$ cat config.mk
export PLATFORM = sky130hd
export DESIGN_NAME = axis_bram_reader
export DESIGN_NICKNAME = d
export VERILOG_FILES = /design/src/rtl/axis_bram_pkg.sv /design/src/rtl/axis_bram_reader_fifo.sv /design/src/rtl/axis_bram_reader.sv
export SDC_FILE = /design/constraint.sdc
export NUM_CORES = 1
export LEC_CHECK = 0
export BUFFER_PORTS_ARGS = -buffer_cell sky130_fd_sc_hd__buf_2
export CAP_MARGIN = 20
export CORE_UTILIZATION = 50
export DETAILED_ROUTE_END_ITERATION = 8
export PLACE_DENSITY = 0.71
export SKIP_LAST_GASP = 1
export SLEW_MARGIN = 20
export SYNTH_ARGS = -nofsm -noshare
export SYNTH_HDL_FRONTEND = slang
export SYNTH_SLANG_ARGS = --single-unit
$ cat constraint.sdc
create_clock -name aclk -period 2.7 [get_ports aclk]
set_clock_uncertainty 0.05 [all_clocks]
set_input_delay 0.27 -clock aclk [delete_from_list [all_inputs] [get_ports aclk]]
set_output_delay 0.27 -clock aclk [all_outputs]
set_load 0.01 [all_outputs]
$ cat src/rtl/axis_bram_pkg.sv
// Shared definitions for the AXI4-Stream BRAM reader.
//
// Contents:
//   FIFO_DEPTH      - number of entries in the output FIFO
//   CREDIT_WIDTH    - width of occupancy / credit counters (holds 0..FIFO_DEPTH)
//   FIFO_DATA_WIDTH - width of the data word carried through the FIFO
//   fifo_entry_t    - FIFO entry: data, plus the end-of-pass flag when
//                     AXIS_BRAM_READER_TLAST_EN is defined
//   credits()       - free FIFO slots not yet claimed by reads in flight
package axis_bram_pkg;

    localparam int FIFO_DEPTH      = 4;
    localparam int CREDIT_WIDTH    = 3;
    localparam int FIFO_DATA_WIDTH = 64;

    typedef struct packed {
        logic [FIFO_DATA_WIDTH-1:0] data;
`ifdef AXIS_BRAM_READER_TLAST_EN
        logic                       last;
`endif
    } fifo_entry_t;

    // Slots that a new read may still claim: every read issued to the BRAM
    // or returning from it already owns a slot even though it is not yet
    // in the FIFO.
    function automatic logic [CREDIT_WIDTH-1:0] credits(
        input logic [CREDIT_WIDTH-1:0] occupancy,
        input logic                    rd_issued,
        input logic                    rd_returning
    );
        return CREDIT_WIDTH'(FIFO_DEPTH) - occupancy
               - {2'b00, rd_issued} - {2'b00, rd_returning};
    endfunction

endpackage

$ cat src/rtl/axis_bram_reader_fifo.sv
// Output FIFO of the BRAM reader: four entries, organised as a shift register
// so the head entry (and therefore the stream outputs) comes straight from a
// flop.
//
// Ports:
//   clk, rst_n  - clock, asynchronous active-low reset
//   push        - write push_entry this edge (never asserted when full)
//   push_entry  - entry to store
//   pop         - drop the head entry this edge (never asserted when empty)
//   head        - oldest entry
//   valid       - FIFO not empty (registered)
//   count       - occupancy 0..FIFO_DEPTH
module axis_bram_reader_fifo
    import axis_bram_pkg::*;
(
    input  logic                    clk,
    input  logic                    rst_n,
    input  logic                    push,
    input  fifo_entry_t             push_entry,
    input  logic                    pop,
    output fifo_entry_t             head,
    output logic                    valid,
    output logic [CREDIT_WIDTH-1:0] count
);

    fifo_entry_t [FIFO_DEPTH-1:0] mem_r;
    fifo_entry_t [FIFO_DEPTH-1:0] mem_s;
    logic [CREDIT_WIDTH-1:0]      count_r;
    logic [CREDIT_WIDTH-1:0]      count_s;
    logic                         valid_r;
    logic [1:0]                   wr_idx_s;

    // Next storage contents: shift on pop, write at the first free slot.
    always_comb begin
        mem_s    = mem_r;
        wr_idx_s = count_r[1:0];
        if (pop) begin
            for (int i = 0; i < FIFO_DEPTH - 1; i++) begin
                mem_s[i] = mem_r[i+1];
            end
            // With count 4 the low bits are 0 and wrap to 3, the slot
            // vacated by the shift.
            wr_idx_s = count_r[1:0] - 2'd1;
        end else begin
            wr_idx_s = count_r[1:0];
        end
        if (push) begin
            mem_s[wr_idx_s] = push_entry;
        end else begin
            mem_s[wr_idx_s] = mem_s[wr_idx_s];
        end
        count_s = count_r + {2'b00, push} - {2'b00, pop};
    end

    // Storage, occupancy and registered not-empty flag.
    always_ff @(posedge clk or negedge rst_n) begin
        if (!rst_n) begin
            mem_r   <= '0;
            count_r <= 3'd0;
            valid_r <= 1'b0;
        end else begin
            mem_r   <= mem_s;
            count_r <= count_s;
            valid_r <= (count_s != 3'd0);
        end
    end

    assign head  = mem_r[0];
    assign valid = valid_r;
    assign count = count_r;

endmodule

$ cat src/rtl/axis_bram_reader.sv
// Streams BRAM addresses 0..N (N = cfg_data, latched per pass) continuously
// onto an AXI4-Stream master with full tready backpressure.
//
// Optional feature: define AXIS_BRAM_READER_TLAST_EN to add m_axis_tlast,
// asserted with the word read from address N of each pass.
//
// Ports:
//   aclk, aresetn      - clock, asynchronous active-low reset
//   cfg_data           - last address of the range (inclusive)
//   sts_data           - address of the next word to be transferred
//   m_axis_*           - stream master (tdata/tvalid/tready[/tlast])
//   bram_porta_*       - BRAM port A read interface, one-cycle read latency
module axis_bram_reader
    import axis_bram_pkg::*;
#(
    parameter int AXIS_TDATA_WIDTH = 64,
    parameter int BRAM_DATA_WIDTH  = 64,
    parameter int BRAM_ADDR_WIDTH  = 9
) (
    input  logic                        aclk,
    input  logic                        aresetn,
    input  logic [BRAM_ADDR_WIDTH-1:0]  cfg_data,
    output logic [BRAM_ADDR_WIDTH-1:0]  sts_data,
    input  logic                        m_axis_tready,
    output logic [AXIS_TDATA_WIDTH-1:0] m_axis_tdata,
    output logic                        m_axis_tvalid,
`ifdef AXIS_BRAM_READER_TLAST_EN
    output logic                        m_axis_tlast,
`endif
    output logic                        bram_porta_clk,
    output logic                        bram_porta_rst,
    output logic                        bram_porta_en,
    output logic [BRAM_ADDR_WIDTH-1:0]  bram_porta_addr,
    input  logic [BRAM_DATA_WIDTH-1:0]  bram_porta_rddata
);

    logic                       started_r;
    logic [BRAM_ADDR_WIDTH-1:0] limit_r;
    logic [BRAM_ADDR_WIDTH-1:0] issue_addr_r;
    logic [BRAM_ADDR_WIDTH-1:0] addr_r;
    logic                       en_r;
    logic                       issue_last_r;
    logic                       rd_valid_r;
    logic                       rd_last_r;
    logic [BRAM_ADDR_WIDTH-1:0] sts_r;

    logic [BRAM_ADDR_WIDTH-1:0] lim_s;
    logic                       pass_end_s;
    logic [CREDIT_WIDTH-1:0]    credit_s;
    logic [CREDIT_WIDTH-1:0]    fifo_count_s;
    logic                       issue_s;
    logic                       xfer_s;
    logic                       head_last_s;
    logic                       fifo_valid_s;
    fifo_entry_t                push_entry_s;
    fifo_entry_t                head_s;

    // Issue decision. Before the first edge the limit register is not yet
    // loaded, so the first read compares against cfg_data directly.
    always_comb begin
        if (started_r) begin
            lim_s = limit_r;
        end else begin
            lim_s = cfg_data;
        end
        pass_end_s = (issue_addr_r == lim_s);
        credit_s   = credits(fifo_count_s, en_r, rd_valid_r);
        issue_s    = (credit_s != 3'd0);
        xfer_s     = fifo_valid_s & m_axis_tready;
    end

    // Address counter, limit register and BRAM read pipeline.
    always_ff @(posedge aclk or negedge aresetn) begin
        if (!aresetn) begin
            started_r    <= 1'b0;
            limit_r      <= '0;
            issue_addr_r <= '0;
            addr_r       <= '0;
            en_r         <= 1'b0;
            issue_last_r <= 1'b0;
            rd_valid_r   <= 1'b0;
            rd_last_r    <= 1'b0;
        end else begin
            started_r <= 1'b1;
            // A new pass takes its limit from cfg_data when the issue
            // address wraps; mid-pass changes wait for that point.
            if (!started_r || (issue_s && pass_end_s)) begin
                limit_r <= cfg_data;
            end else begin
                limit_r <= limit_r;
            end
            if (issue_s) begin
                en_r         <= 1'b1;
                addr_r       <= issue_addr_r;
                issue_last_r <= pass_end_s;
                if (pass_end_s) begin
                    issue_addr_r <= '0;
                end else begin
                    issue_addr_r <= issue_addr_r + BRAM_ADDR_WIDTH'(1'b1);
                end
            end else begin
                en_r         <= 1'b0;
                addr_r       <= addr_r;
                issue_last_r <= issue_last_r;
                issue_addr_r <= issue_addr_r;
            end
            // Read data appears on bram_porta_rddata one cycle after the
            // BRAM samples the enable; it is pushed on the following edge.
            rd_valid_r <= en_r;
            rd_last_r  <= issue_last_r;
        end
    end

    // FIFO write entry built from the returning read.
    always_comb begin
        push_entry_s      = '0;
        push_entry_s.data = bram_porta_rddata;
`ifdef AXIS_BRAM_READER_TLAST_EN
        push_entry_s.last = rd_last_r;
`endif
    end

    axis_bram_reader_fifo u_fifo (
        .clk        (aclk),
        .rst_n      (aresetn),
        .push       (rd_valid_r),
        .push_entry (push_entry_s),
        .pop        (xfer_s),
        .head       (head_s),
        .valid      (fifo_valid_s),
        .count      (fifo_count_s)
    );

`ifdef AXIS_BRAM_READER_TLAST_EN
    assign head_last_s  = head_s.last;
    assign m_axis_tlast = head_s.last;
`else
    // Without tlast in the FIFO, the end-of-pass marks that sts_data needs
    // ride in a flag shift register that moves in step with the FIFO.
    logic [FIFO_DEPTH-1:0] lastq_r;
    logic [FIFO_DEPTH-1:0] lastq_s;
    logic [1:0]            lastq_idx_s;

    // Next end-of-pass flags: same shift/write pattern as the data FIFO.
    always_comb begin
        lastq_s     = lastq_r;
        lastq_idx_s = fifo_count_s[1:0];
        if (xfer_s) begin
            lastq_s     = {1'b0, lastq_r[FIFO_DEPTH-1:1]};
            lastq_idx_s = fifo_count_s[1:0] - 2'd1;
        end else begin
            lastq_idx_s = fifo_count_s[1:0];
        end
        if (rd_valid_r) begin
            lastq_s[lastq_idx_s] = rd_last_r;
        end else begin
            lastq_s[lastq_idx_s] = lastq_s[lastq_idx_s];
        end
    end

    // End-of-pass flag storage.
    always_ff @(posedge aclk or negedge aresetn) begin
        if (!aresetn) begin
            lastq_r <= '0;
        end else begin
            lastq_r <= lastq_s;
        end
    end

    assign head_last_s = lastq_r[0];
`endif

    // Next-transfer address: advances per transfer and returns to 0 after
    // the word that closed its pass, so a limit change lands exactly there.
    always_ff @(posedge aclk or negedge aresetn) begin
        if (!aresetn) begin
            sts_r <= '0;
        end else if (xfer_s) begin
            if (head_last_s) begin
                sts_r <= '0;
            end else begin
                sts_r <= sts_r + BRAM_ADDR_WIDTH'(1'b1);
            end
        end else begin
            sts_r <= sts_r;
        end
    end

    assign sts_data        = sts_r;
    assign m_axis_tdata    = head_s.data;
    assign m_axis_tvalid   = fifo_valid_s;
    assign bram_porta_clk  = aclk;
    assign bram_porta_rst  = ~aresetn;
    assign bram_porta_en   = en_r;
    assign bram_porta_addr = addr_r;

endmodule

Yosys cells after proc, flatten, opt, wreduce, memory -nomap -nowiden --
Index checks and enable logic that the tools add are counted.
Storage, ports and cells: register bits after elaboration 305, latch bits 0, memory bits (writable) 0, bits in read-only memories 0, input bits 76, word-level logic and storage cells 56, memories 0
Cells by class: $add $sub $neg 8, multiply operators 0, div/mod/pow operators 0, $lt $le $gt $ge 2, eq/ne operators 1, shift operators 0, muxes and demuxes 21, bitwise gates (word level) 2, reduce and logical (&&, ||, !) cells 6
Operators with widths (number):
- $bwmux W256 | 2
- $mux W256 | 1
- $mux W192 | 1
- $bmux W64 S2 | 1
- $demux W64 S2 | 1
- $mux W64 | 2
- $mux W9 | 3
- $add A9 B1 Y9 const B | 2
- $eq A9 B9 Y1 | 1
- $sub A3 B1 Y3 | 3
- $bwmux W4 | 2
- $mux W4 | 2
- $reduce_bool A3 Y1 | 2
- $add A3 B1 Y3 | 1
- $lt A2 B3 Y1 const B | 1
- $mux W1 | 3
- $sub A3 B3 Y3 const A | 1
- $bmux W1 S2 | 1
- $demux W1 S2 | 1
- $ge A2 B1 Y1 const B | 1
- $logic_and A1 B1 Y1 | 2
- $mux W2 | 1
- $sub A2 B1 Y2 const B | 1
- $and A1 B1 Y1 | 1
- other kinds (3) | 3

Longest topological paths before layout --
Gate-level depths: netlist of run 1.
depth in word-level cells 8, gate-level depth with buffers 12, mapped depth without buffers 11

Hierarchy --
A second synthesis of run 1 with hierarchy kept.
Unflattened totals: cell total of the unflattened synthesis 1070, area total of the unflattened synthesis 14734.1 µm²
Modules (own cells, without submodules):
- axis_bram_reader_fifo | instances 1, cells an instance 836, area each 12413.2 µm²
- axis_bram_reader | instances 1, cells an instance 234, area each 2321.0 µm²

==> summary.txt, run 1 <==
Yosys
  – Mapped Nets: 2,046
  – Number of synthesized register bits: 305
  – Register area share after synthesis: 46.3%
  – Warnings from Yosys: 0
  – Main synth FF type: dfrtp_1
  – Number of flops mapped to enable cells by yosys: 0
  – Post-synth ARST share: 100%
  – Synth unique cells: 50
  – Synth Cell Area: 16,500 um^2
  – Mapped Cells: 1,962
  – Synthesized area per cell: 8.41 um^2

Drt
  – DRC Markers: 0
  – Routed Antenna Nets: 0
  – Via count: 14,900
  – Initial drt markers: 1,358
  – Routed WL: 47,000 um
  – DR vias/cell: 5.96
  – DR pass1 iterations: 6
  – Wire per inst: 18.8 um

Power
  – Lkg Pwr: 0.00878 uW
  – Sw frac: 43.1%
  – Peak supply drop: 0.935 mV
  – Switch Pwr: 10,500 uW
  – Flop pwr share: 35.6%
  – Comb power frac: 44.6%
  – Clk pwr share: 19.8%
  – Pint: 13,800 uW
  – P per Cell Area: 1270 nW/um^2

Min path
  – Hold Crit Depth: 3
  – Hold Path End: u_fifo.head[63]$_DFF_PN0_
  – Hold Crit Class: primary input to flip-flop
  – HP Start: bram_porta_rddata[63]

Global route
  – GRT Util Overall: 28.1%
  – Overflow left after global routing: 0
  – First-pass GRT wire length: 76,200 um
  – Vias in the first global route: 14,400
  – Largest net degree at the start of global routing: 117
  – Initial antenna violation count: 0

Floorplanning
  – I/O pins: 162
  – Die Y-Extent: 184 um
  – Die ar.: 33,700 um^2
  – Die W: 184 um
  – Starting Density: 50.7%
  – Core region area: 32,500 um^2
  – Row count: 66

Run status
  – Status: complete, no violations

STA
  – Final hold slack: 26.6 ps
  – Slew HR: 29.3%
  – Final worst-path cycle share: 96.0%
  – Worst Tran Pin Value: 1060 ps
  – Period minus WS final: 2590 ps
  – Setup tns final: 0 ps
  – RSZ-0062 raised after global routing: no
  – Peak Freq: 0.386 GHz
  – Max Slew Vio Count: 0
  – Final hold vios: 0
  – Setup Viol. Count Final: 0

Place
  – Placed wire-length estimate: 25,700 um
  – Final GP Congestion: 0.812
  – PortBufs: 161

Clock tree
  – CTS clock-pin slew for the worst setup and hold paths: 60 ps
  – CTS tree: done
  – Worst-Skew Late Latency: 620 ps

Cells and area
  – Nets: 2,127
  – Area growth, synth to finish: 16.2%
  – Fraction of layout cells with a size suffix above 1: 14.4%
  – Ant diodes: 0

Critical path
  – RR Startpoint: bram_porta_en$_DFF_PN0_
  – CP Data Required Time: 3140 ps
  – CP Class: flip-flop to flip-flop
  – R2R Path End: limit_r[8]$_DFFE_PN0P_
  – Crit end category: flip-flop
  – Flop2flop setup slack: 110 ps
  – R2R cell count: 10
  – Crit path DAT: 3030 ps
  – CP max FO: 8
  – Worst setup SP type: flip-flop

Flow run
  – Number of max-cap violations: 0
-- worst max-delay path, cell delays in order, from the launching register on --
cell	delay, ps
dfrtp_1	380
ha_2	310
inv_1	40
ha_2	180
ha_4	160
xor2_2	140
mux2_4	340
nor4_4	240
and3_4	250
nor2_4	80
mux2_4	310
-- sequential cells by signal (all words and copies together), names as in the netlist --
register         cells
rd_valid_r           1
started_r            1
u_fifo.mem_r       192
sts_data             9
issue_addr_r         9
bram_porta_addr      9
rd_last_r            1
issue_last_r         1
limit_r              9
u_fifo.head         64
u_fifo.valid         1
bram_porta_en        1
u_fifo.count         3
lastq_r              4
-- synthesized netlist by cell type (all sizes together) (2+ instances only) --
cell type | number | area share (%)
nand3 | 12 | 0.36
nand2b | 2 | 0.076
buf | 104 | 4.1
mux2 | 9 | 0.75
ha | 7 | 0.53
a21oi | 75 | 2.3
a211oi | 66 | 3.0
and2 | 65 | 2.5
nand2 | 624 | 14
nor4 | 4 | 0.19
xor2 | 5 | 0.27
o21ai | 208 | 6.3
a221o | 64 | 3.9
mux2i | 12 | 0.73
and3 | 7 | 0.27
dfrtp | 305 | 46
a21o | 2 | 0.091
nand4 | 2 | 0.076
nor2 | 20 | 0.52
nor3 | 8 | 0.24
a22oi | 64 | 2.9
o2bb2ai | 66 | 3.5
xnor2 | 10 | 0.53
inv | 11 | 0.25
clkbuf | 130 | 3.0
o22ai | 66 | 2.5
-- cell families (layout without fill, tap and decap cells) --
family	Yosys count	in the layout	share of synthesized area, %
adders and majority gates	8	8	0.652
other	1	1	0.0227
DFF	305	305	46.3
buffers and inverters	246	346	7.37
xor gates and xnor gates	15	15	0.796
AOI/OAI and AO/OA	618	618	24.9
muxes	21	21	1.48
and+or+nand+nor	748	748	18.6
-- through the flow --
step	power [uW]	std cells	util (%)	area (um^2)	setup WS [ps]
finish	24300	2504	58.9	19200	109
global route	26100	2504	58.9	19200	0.587
CTS	24100	2501	58.7	19100	66.7
detailed placement	19200	2377	53.2	17300	-40.6
global placement	18800	2377	53.2	17300	-20.0
floorplan	16100	1962	-	16500	7.37
-- cell type report --
type / count / area, um^2
fill: 2904 / 13400
inverter: 12 / 46.3
sequential: 305 / 7630
clock buffer: 51 / 1080
timing repair buffer: 273 / 2010
clock inverter: 10 / 78.8
multi-input combinational: 1411 / 7770
tap: 442 / 553
-- what timing repair did --
item	4_1_cts	5_1_grt
pin swaps	2	5
buffers inserted	0	4
gates resized for setup	4	9
gates cloned	0	0
hold buffers	64	0
endpoints found under the hold margin	439	0
setup endpoints to repair	7	7
-- cells in the final DEF, fill, tap and decap left out, drive strengths merged, types with 65 or more instances in the layout --
cell / count
a211oi: 66
o2bb2ai: 66
o22ai: 66
nand2: 624
and2: 65
dfrtp: 305
o21ai: 208
a21oi: 75
buf: 210
-- routing by layer --
metal	routed length (um)	global-route usage (%)	vias to the layer above	part of all wire, %
li1	-	-	6972	-
met1	20300	38.1	7261	43
met2	22500	45.7	594	48
met3	3180	3.82	91	6.8
met4	1060	10.5	0	2.2
met5	0	0	-	0
-- worst max-delay path by stage --
stage | from | cells past startpoint | to
2_1_floorplan | rd_valid_r$_DFF_PN0_ | 11 | limit_r[0]$_DFFE_PN0P_
3_3_place_gp | bram_porta_en$_DFF_PN0_ | 10 | limit_r[7]$_DFFE_PN0P_
3_5_place_dp | bram_porta_en$_DFF_PN0_ | 10 | limit_r[8]$_DFFE_PN0P_
4_1_cts | bram_porta_en$_DFF_PN0_ | 12 | issue_addr_r[6]$_DFFE_PN0P_
5_1_grt | bram_porta_en$_DFF_PN0_ | 13 | issue_addr_r[6]$_DFFE_PN0P_
6_report | bram_porta_en$_DFF_PN0_ | 10 | limit_r[8]$_DFFE_PN0P_
-- power groups by stage --
stage | Clock (uW) | Combinational [uW] | Sequential (uW)
2_1_floorplan | 30.5 | 8000 | 8100
3_3_place_gp | 22.4 | 10200 | 8560
3_5_place_dp | 22.4 | 10500 | 8640
6_report | 4810 | 10800 | 8640
4_1_cts | 4890 | 10700 | 8580
5_1_grt | 5100 | 12100 | 8910
(Power assumes the default switching activity.)
==> inputs of run 2 (changes only) <==
- HOLD_SLACK_MARGIN: default -> 0.06
==> run 2 against run 1 <==
  * Final area grew 0.31%
  * Sequential power is essentially flat
  * Maximum frequency shrank 0.30%
  * Die area is the same
  * Global-route usage grew 0.11 points
  * Combinational power is essentially flat
  * First-iteration DRC count grew 4.6%
  * Critical path type unchanged
  * Critical endpoint unchanged
  * Largest cell class unchanged
  * Largest power group unchanged
==> summary.txt, run 2 (synthesis gave the netlist of run 1 again) <==
Flow run
  – Number of max-cap violations: 0

Place
  – Pre-CTS setup slack: -40.6 ps
  – Placed wire-length estimate: 25,700 um
  – Final GP Congestion: 0.812
  – PortBufs: 161

Floorplanning
  – Die ar.: 33,700 um^2
  – Die W: 184 um
  – Starting Density: 50.7%
  – Row count: 66
  – Die Y-Extent: 184 um
  – Core region area: 32,500 um^2
  – I/O pins: 162

Drt
  – Routed Antenna Nets: 0
  – DR vias/cell: 5.92
  – DRC Markers: 0
  – Routed WL: 47,000 um
  – Wire per inst: 18.7 um
  – DR pass1 iterations: 5
  – Via count: 14,900
  – Initial drt markers: 1,421

STA
  – Final worst-path cycle share: 96.3%
  – Setup tns final: 0 ps
  – Final hold vios: 0
  – Period minus WS final: 2600 ps
  – Final WS setup: 101 ps
  – RSZ-0062 raised after global routing: no
  – Setup Viol. Count Final: 0
  – Worst Tran Pin Value: 1040 ps
  – Final hold slack: 128 ps
  – Max Slew Vio Count: 0
  – Peak Freq: 0.385 GHz
  – Slew HR: 30.6%

Critical path
  – CP Data Required Time: 3140 ps
  – Worst setup SP type: flip-flop
  – Slowest stage cell, crit path: dfrtp_1
  – Most used cell, CP: ha_1
  – Crit path DAT: 3040 ps
  – Critical path origin: bram_porta_en$_DFF_PN0_
  – RR Startpoint: bram_porta_en$_DFF_PN0_
  – Cell chain of the critical path: ha_1 > ha_1 > inv_1 > ha_1 > xor2_1 > mux2_4 > nor4_4 > and3_4 > nor2_4 > mux2_4
  – CP max FO: 8
  – Critical Path Max Stage Delay: 390 ps
  – CP Class: flip-flop to flip-flop
  – Crit end category: flip-flop

Power
  – Peak supply drop: 0.934 mV
  – P per Cell Area: 1260 nW/um^2
  – Lkg Pwr: 0.00882 uW

Clock tree
  – CTS tree: done
  – Worst-Skew Late Latency: 620 ps
  – CTS clock-pin slew for the worst setup and hold paths: 60 ps
  – # Post-CTS Setup Buffers: 0

Cells and area
  – Ant diodes: 0
  – Area growth, synth to finish: 16.6%
  – Commonest non-fill, non-tap cell in the layout: nand2_1
  – Storage element area: 7630 um^2
  – Most frequent cells in the layout: nand2_1 (623), dfrtp_1 (303), o21ai_0 (207)
  – Fraction of layout cells with a size suffix above 1: 13.9%
  – Filler cells: 2,897
  – Number of flip-flops in the largest register: 192
  – Biggest register: u_fifo.mem_r
  – Final core occ: 59.1%
  – Nets: 2,136
  – Multi-input logic area: 7730 um^2

Global route
  – First-pass GRT wire length: 76,400 um
  – Initial antenna violation count: 0
  – Vias in the first global route: 14,400
  – Overflow left after global routing: 0
  – GRT Util Overall: 28.2%
  – Largest net degree at the start of global routing: 117

Run status
  – Status: complete, no violations

Min path
  – HP Start: m_axis_tready
  – Hold Crit Class: primary input to flip-flop
run 2: cell count changes in the layout (fill, tap and decap cells not counted), sizes merged:
cell and change:
buf -3, dlygate4sd3 +12
run 2: metrics by stage:
stage,std cells,power [uW],area [um^2]
2_1_floorplan,1962,16100,16500
3_3_place_gp,2377,18800,17300
3_5_place_dp,2377,19200,17300
4_1_cts,2513,24200,19200
5_1_grt,2513,26100,19200
6_report,2513,24200,19200
run 2: report_power, final:
part           switching, uW  internal, uW  total, uW
Clock                   1910          2890       4800
Sequential              1880          6750       8630
Combinational           6630          4140      10800
Total                  10400         13800      24200
run 2: worst paths after layout:
check                                         endpoint  slack, ps  cells after the start
setup reg to reg                limit_r[8]$_DFFE_PN0P_        100                     10
hold reg to reg                    rd_last_r$_DFF_PN0_        340                      0
hold / removal                    lastq_r[0]$_DFF_PN0_        130                      4
max in group asynchronous  issue_addr_r[6]$_DFFE_PN0P_       1090                      4
min in group asynchronous  issue_addr_r[4]$_DFFE_PN0P_        590                      3
setup / recovery                limit_r[8]$_DFFE_PN0P_        100                     10
run 2: final cells by class:
class / count / area share [%]
Sequential cell: 305 / 39.7
Clock inverter: 10 / 0.410
Multi-Input combinational cell: 1411 / 40.2
Clock buffer: 51 / 5.63
Tap cell: 442 / 2.87
Timing Repair Buffer: 282 / 11.0
Inverter: 12 / 0.241
run 2: routing by layer:
layer  wire length, um  track usage [%]  up-vias  share of wire (%)
met5                 0                0        -                  0
met4              1050             10.6        0                2.2
met3              3470             4.28       93                7.4
met2             22600             45.9      619                 48
met1             20000             37.9     7194                 42
li1                  -                -     6982                  -
run 2: critical path, delay by kind of cell (launching register included):
family                     cells  cell delay (ps)
muxes                          2              660
xor gates and xnor gates       1              200
buffers and inverters          1               60
and+or+nand+nor                3              490
adders and majority gates      3              630
DFF                            1              390
run 2: what timing repair did:
action / 4_1_cts / 5_1_grt
gates resized for setup: 4 / 2
hold endpoints to repair: 567 / 0
pin swaps: 2 / 0
setup endpoints to repair: 7 / 2
hold buffers: 76 / 0
